### config.mk
export PLATFORM = sky130hd
export DESIGN_NAME = axi_wr_arbiter
export DESIGN_NICKNAME = d
export VERILOG_FILES = /design/src/rtl/axi_wr_arbiter.sv
export SDC_FILE = /design/constraint.sdc
export NUM_CORES = 1
export LEC_CHECK = 0
export ABC_AREA = 0
export ABC_CLOCK_PERIOD_IN_PS = 2900
export CORE_AREA = 2 2 109 111
export DETAILED_ROUTE_END_ITERATION = 7
export DIE_AREA = 0 0 111 113
export GPL_TIMING_DRIVEN = 0
export PLACE_DENSITY = 0.85
export SLEW_MARGIN = 25
export SYNTH_ARGS = -nofsm -noshare
export SYNTH_HDL_FRONTEND = slang
export SYNTH_SLANG_ARGS = --single-unit
### constraint.sdc
create_clock -name m_axi_aclk -period 2.9 [get_ports m_axi_aclk]
set_clock_uncertainty 0.2 [all_clocks]
set_input_delay 0.58 -clock m_axi_aclk [delete_from_list [all_inputs] [get_ports m_axi_aclk]]
set_output_delay 0.58 -clock m_axi_aclk [all_outputs]
set_load 0.005 [all_outputs]
### src/rtl/axi_wr_arbiter.sv
// Two-requester single-beat AXI4 write arbiter: round-robin grant, one transaction outstanding.
// Define ARB_FIXED_PRIO_EN to make req0 win every contention instead of round-robin.
module axi_wr_arbiter #(
    parameter logic [31:0] C_M_AXI_TARGET_SLAVE_BASE_ADDR = 32'h40000000,
    parameter int          ERR_CNT_W                      = 16
) (
    input  logic                 m_axi_aclk,
    input  logic                 m_axi_aresetn,
    input  logic                 req0_valid,
    output logic                 req0_ready,
    input  logic [31:0]          req0_addr,
    input  logic [31:0]          req0_data,
    output logic                 req0_done,
    output logic                 req0_err,
    input  logic                 req1_valid,
    output logic                 req1_ready,
    input  logic [31:0]          req1_addr,
    input  logic [31:0]          req1_data,
    output logic                 req1_done,
    output logic                 req1_err,
    output logic [31:0]          m_axi_awaddr,
    output logic [7:0]           m_axi_awlen,
    output logic [2:0]           m_axi_awsize,
    output logic [1:0]           m_axi_awburst,
    output logic                 m_axi_awlock,
    output logic [3:0]           m_axi_awcache,
    output logic [2:0]           m_axi_awprot,
    output logic [3:0]           m_axi_awqos,
    output logic                 m_axi_awvalid,
    input  logic                 m_axi_awready,
    output logic [31:0]          m_axi_wdata,
    output logic [3:0]           m_axi_wstrb,
    output logic                 m_axi_wlast,
    output logic                 m_axi_wvalid,
    input  logic                 m_axi_wready,
    input  logic [1:0]           m_axi_bresp,
    input  logic                 m_axi_bvalid,
    output logic                 m_axi_bready,
    output logic                 busy,
    output logic [ERR_CNT_W-1:0] err_cnt
);

    typedef enum logic [1:0] {IDLE, XFER, RESP} state_t;

    state_t               state_q;
    logic                 owner_q;
    logic [31:0]          addr_q;
    logic [31:0]          data_q;
    logic                 awvalid_q;
    logic                 wvalid_q;
    logic                 bready_q;
    logic                 done0_q, done1_q;
    logic                 err0_q, err1_q;
    logic [ERR_CNT_W-1:0] err_cnt_q;
`ifndef ARB_FIXED_PRIO_EN
    logic                 last_grant_q;
`endif

    logic grant;
    logic accept;
    logic aw_hs;
    logic w_hs;

    always_comb begin
        grant = req1_valid;
        if (req0_valid && req1_valid) begin
`ifdef ARB_FIXED_PRIO_EN
            grant = 1'b0;
`else
            grant = ~last_grant_q;
`endif
        end
    end

    assign accept     = (state_q == IDLE) && (req0_valid || req1_valid);
    assign req0_ready = (state_q == IDLE) && req0_valid && !grant;
    assign req1_ready = (state_q == IDLE) && req1_valid && grant;
    assign aw_hs      = awvalid_q && m_axi_awready;
    assign w_hs       = wvalid_q && m_axi_wready;

    always_ff @(posedge m_axi_aclk or negedge m_axi_aresetn) begin
        if (!m_axi_aresetn) begin
            state_q      <= IDLE;
            owner_q      <= 1'b0;
            addr_q       <= '0;
            data_q       <= '0;
            awvalid_q    <= 1'b0;
            wvalid_q     <= 1'b0;
            bready_q     <= 1'b0;
            done0_q      <= 1'b0;
            done1_q      <= 1'b0;
            err0_q       <= 1'b0;
            err1_q       <= 1'b0;
            err_cnt_q    <= '0;
`ifndef ARB_FIXED_PRIO_EN
            last_grant_q <= 1'b1;
`endif
        end else begin
            done0_q <= 1'b0;
            done1_q <= 1'b0;
            err0_q  <= 1'b0;
            err1_q  <= 1'b0;
            case (state_q)
                IDLE: begin
                    if (accept) begin
                        addr_q       <= grant ? req1_addr : req0_addr;
                        data_q       <= grant ? req1_data : req0_data;
                        owner_q      <= grant;
`ifndef ARB_FIXED_PRIO_EN
                        last_grant_q <= grant;
`endif
                        awvalid_q    <= 1'b1;
                        wvalid_q     <= 1'b1;
                        state_q      <= XFER;
                    end
                end
                XFER: begin
                    if (aw_hs) awvalid_q <= 1'b0;
                    if (w_hs)  wvalid_q  <= 1'b0;
                    // Either channel may finish first; move on once neither is still pending.
                    if ((aw_hs || !awvalid_q) && (w_hs || !wvalid_q)) begin
                        bready_q <= 1'b1;
                        state_q  <= RESP;
                    end
                end
                RESP: begin
                    if (m_axi_bvalid) begin
                        bready_q <= 1'b0;
                        state_q  <= IDLE;
                        if (owner_q) begin
                            done1_q <= 1'b1;
                            err1_q  <= (m_axi_bresp != 2'b00);
                        end else begin
                            done0_q <= 1'b1;
                            err0_q  <= (m_axi_bresp != 2'b00);
                        end
                        if ((m_axi_bresp != 2'b00) && (err_cnt_q != '1))
                            err_cnt_q <= err_cnt_q + ERR_CNT_W'(1);
                    end
                end
                default: state_q <= IDLE;
            endcase
        end
    end

    assign m_axi_awaddr  = C_M_AXI_TARGET_SLAVE_BASE_ADDR + addr_q;
    assign m_axi_awlen   = 8'h00;
    assign m_axi_awsize  = 3'h2;
    assign m_axi_awburst = 2'h1;
    assign m_axi_awlock  = 1'b0;
    assign m_axi_awcache = 4'h2;
    assign m_axi_awprot  = 3'h0;
    assign m_axi_awqos   = 4'h0;
    assign m_axi_awvalid = awvalid_q;
    assign m_axi_wdata   = data_q;
    assign m_axi_wstrb   = 4'b1111;
    assign m_axi_wlast   = wvalid_q;
    assign m_axi_wvalid  = wvalid_q;
    assign m_axi_bready  = bready_q;
    assign req0_done     = done0_q;
    assign req0_err      = err0_q;
    assign req1_done     = done1_q;
    assign req1_err      = err1_q;
    assign busy          = (state_q != IDLE);
    assign err_cnt       = err_cnt_q;

endmodule

After elaboration in Yosys (flattened, before gate mapping):

Cells that the tools add are included.

* memories kept: 0
* output and inout bits: 120
* logic and storage cells: 78
* bits in registers: 91
* ROM bits: 0
* latch bits: 0
* input port bits: 137
* RAM bits: 0

* equal/unequal tests: 8
* reductions and logical operators: 27
* bitwise logic cells: 1
* $mul: 0
* magnitude comparators: 0
* shift-type cells: 0
* add/subtract/negate cells: 2
* div/mod/pow operators: 0
* mux-type cells: 27

Operator list (count)
* 2-to-1 mux 32 bit: 2
* adder 31 x 32 -> 32 bit, first input constant: 1
* 2-to-1 mux 1 bit: 18
* adder 16 x 1 -> 16 bit, second input constant: 1
* != test 16 bit, second input constant: 1
* AND reduction 3 bit: 5
* logical AND 1 bit: 10
* != test 2 bit, second input constant: 5
* nonzero test 2 bit: 4
* 2-to-1 mux 2 bit: 3
* case mux 1 bit (2 select lines): 3
* case mux 2 bit (3 select lines): 1
* zero test 1 bit: 3
* logical OR 1 bit: 3
* equality test 2 x 1 -> 1 bit, second input constant: 1
* equality test 2 bit, second input constant: 1
* zero test 2 bit: 1
* AND reduction 2 bit: 1
* NOT 1 bit: 1

Logic depth before layout (Yosys ltp):

* depth in word-level cells: 5
* mapped depth: 6

Worst setup path before layout:

OpenSTA, ideal clock, no wires.

* kind: input-to-output
* start point: in req1_valid
* end point: out req0_ready
* path slack: 0.759 ns
* required time: 2.120 ns
* arrival: 1.361 ns
* stages: 4
* path buffers: 2
* path through: a21boi_1 > buf_2 > buf_2 > nor2_1

* word-level cells in the longest chain between the ends: 4

RTL lines
* start, declared: RTL line 15 `input logic req1_valid,`
* logical AND 1 bit: RTL line 66 `if (req0_valid && req1_valid) begin`
* 2-to-1 mux 1 bit (*): RTL line 66
* zero test 1 bit (*): RTL line 76 `assign req0_ready = (state_q == IDLE) && req0_valid && !grant;`
* logical AND 1 bit (*): RTL line 76
* end, declared: RTL line 10 `output logic req0_ready,`

Mark *: on every way between the ends. The rest lies on a longest branch, timed or not.

Final worst setup path:

* start point: in req0_valid
* end point: out req0_ready

* word-level cells in the longest chain between the ends: 4
* elaborated cells between the ends (all ways): 5
* classes of those cells: 1 x mux; 4 x reduce/logical

RTL lines
* start, declared: RTL line 9 `input logic req0_valid,`
* logical AND 1 bit: RTL line 66
* 2-to-1 mux 1 bit: RTL line 66
* zero test 1 bit: RTL line 76
* logical AND 1 bit (*): RTL line 76

Marked as above.

==> results.md <==
- GPL Wtd Cong: 0.824
- R2R setup slack: 550 ps
- Synth area leader: dfrtp_1
- F_max: 0.375 GHz
- Worst-path clk slew: 60 ps
- Std-Cell Rows: 39
- Count of different cell masters after synthesis: 44
- Setup ws final: 231 ps
- Initial drt markers: 114
- Relative slew slack: 30.3%
- Vias in the first global route: 4275
- Pre-CTS setup slack: -584 ps
- Clk network pwr share: 17.8%
- WS Path Type: input pin to output pin
- Port buffer count: 227
- Arrival @ worst endpoint: 1890 ps
- Max clock buf depth: 2
- Final setup vio count: 0
- FILL cells: 850
- Total core area: 11300 um2
- Outcome: completed
- Max capacitance violation total: 0
- Global-route wire length before repair: 21.2 mm
- Reg power frac: 34.5%
- DR vias/cell: 4.70
- Placed wire-length estimate: 10.6 mm
- Ys flop type: dfrtp_1
- TritonCTS clock tree: done
- Post-synthesis cell count: 461
- # IOs: 257
- Lkg Pwr: 0.00353 uW
- Gr usage total: 21.0%
- Worst skew pair latency: 330 ps
- Hold crit path type: flip-flop to flip-flop
- P per Cell Area: 804 nW/um2
- Largest fanout on the critical path: 10
- Synth Cell Area: 4680 um2
- Die area: 12500 um2
- Pin count of the biggest net entering global routing: 48
- Final Critical Period: 2670 ps
- Clock H-tree levels: 3
- Sw Pwr: 1970 uW
- GRT overflow: 0
- Initial antenna violation count: 0
- Min Hold Slack: 279 ps
- Synth top area share: 48.1%
- RSZ-0062 raised after global routing: false
- Drt wl/cell: 15.0 um
- Die X: 111 um
- Number of nets still failing antenna checks after routing: 0
- Final net count: 869
- Fin util: 67.6%
- Post-Syn Area per Cell: 10.2 um2
- CP endpoint kind: output pin
- Fin. Hold Viols: 0
- Pwr Total: 6120 uW
- CP Launch Type: input pin
- Ys Warns: 0
- Die Height: 113 um
- Number of CTS-inserted buffers: 9
- Sw Ratio: 32.1%
- Detailed-route via count: 4128
- CTS Root Buffer Type: clkbuf_16
- Final Slew Violations: 0
- Remaining DRCs: 0
- VDD IR max: 477 uV
- Most common cell after layout, fill and taps aside: clkdlybuf4s50_1
- Pre-antenna DRT Iters: 4
- WP data required: 2120 ps
- Starting density of the core: 41.5%
- Final TNS setup: 0 ps
- Routed Wire Length: 13.2 mm
- P&R area growth vs syn: 62.6%
- Antenna cells: 0
- Post-synth EDFFs: 0
- Share of cells above drive strength 1: 14.1%
- Asr flop ratio synth: 100%
- Worst-Margin Slew: 1050 ps
- Clk sinks: 91
- Commonest cells after routing, fill and taps aside: clkdlybuf4s50_1, dfrtp_1, nand2_1, o21ai_0, mux2i_1
- Sequential share of the synthesized area: 48.7%
- P_int: 4160 uW
- Period utilization: 92.0%
- Synth area leaders: dfrtp_1, mux2i_1, buf_4
- Synth Register Bits: 91
- Power share of the combinational group: 47.8%
[path summary, 6_finish.rpt]
kind                                       startpoint  cells past startpoint                         end
max                                        req0_valid                      6                  req0_ready
min                        m_axi_wdata[7]$_DFFE_PN0P_                      2  m_axi_wdata[7]$_DFFE_PN0P_
max reg2reg                    state_q[1]$_DFFE_PN0P_                      5      addr_q[12]$_DFFE_PN0P_
min reg2reg                m_axi_wdata[7]$_DFFE_PN0P_                      2  m_axi_wdata[7]$_DFFE_PN0P_
max in group asynchronous               m_axi_aresetn                      3    last_grant_q$_DFFE_PN1P_
min in group asynchronous               m_axi_aresetn                      2      addr_q[18]$_DFFE_PN0P_
[synth_stat cells, drive strengths merged, types with 3 or more instances]
cell type,n
nor4,4
and2,3
mux2i,64
nand4,5
dfrtp,90
o21ai,69
clkbuf,7
nand3,6
nor3,7
xnor2,3
nor2,11
inv,6
nand2,72
xor2,13
buf,76
[through the flow]
step	area [um2]	std cells
after CTS	7610	879
after floorplan	4780	488
after global placement	7240	858
after global routing	7620	879
final	7620	879
after detailed placement	7260	859
[metal layers]
metal  global-route usage, %  part of all wire (%)  wire length (um)
met1                    24.4                    40              5230
met2                    39.3                    52              6880
met3                    4.82                   6.9               907
met4                    5.33                   1.3               169
met5                       0                     0                 0
[cell families after synthesis]
| group | synth area share [%] |
|---|---|
| other cells | 0.160 |
| compound gates | 8.52 |
| fa+ha+maj | 0.267 |
| xor+xnor | 2.99 |
| mux | 14.0 |
| simple gates | 13.0 |
| flops | 48.7 |
| buf+inv | 12.4 |
[cell type report]
| cell class | count | area [um2] | area share [%] |
|---|---|---|---|
| inverters | 6 | 22.5 | 0.296 |
| clock inverters | 3 | 22.5 | 0.296 |
| clock buffers | 13 | 260 | 3.42 |
| multi-input cells | 308 | 1930 | 25.4 |
| repair buffers | 232 | 2330 | 30.6 |
| well taps | 143 | 179 | 2.35 |
| plain buffers | 83 | 586 | 7.69 |
| flip-flops and latches | 91 | 2280 | 29.9 |
[state kept, by name (all words and copies together), names as in the netlist, 2 cells and up]
| name | cells |
|---|---|
| addr_q | 32 |
| m_axi_wdata | 32 |
| err_cnt | 16 |
| state_q | 2 |
[power groups by stage]
| stage | Sequential [uW] | Combinational (uW) | Clock, uW |
|---|---|---|---|
| 2_1_floorplan | 2100 | 1300 | 0 |
| 3_5_place_dp | 2130 | 2940 | 0 |
| 4_1_cts | 2110 | 2980 | 1110 |
| 6_report | 2110 | 2920 | 1090 |
| 3_3_place_gp | 2100 | 2850 | 0 |
| 5_1_grt | 2190 | 3210 | 1160 |
[worst max-delay path, stage by stage]
cell             delay, ps
dlygate4sd2_1          330
a21boi_4               100
buf_12                 140
buf_8                  140
nor2_1                 100
clkdlybuf4s50_1        500
[timing repair]
item                                   CTS  global route
pin swaps                                0             0
gates resized for setup                 11             1
setup buffers                            3             0
endpoints found under the hold margin   44             0
setup endpoints to repair                2             1
hold buffers                             1             0
(Power assumes the default switching activity.)
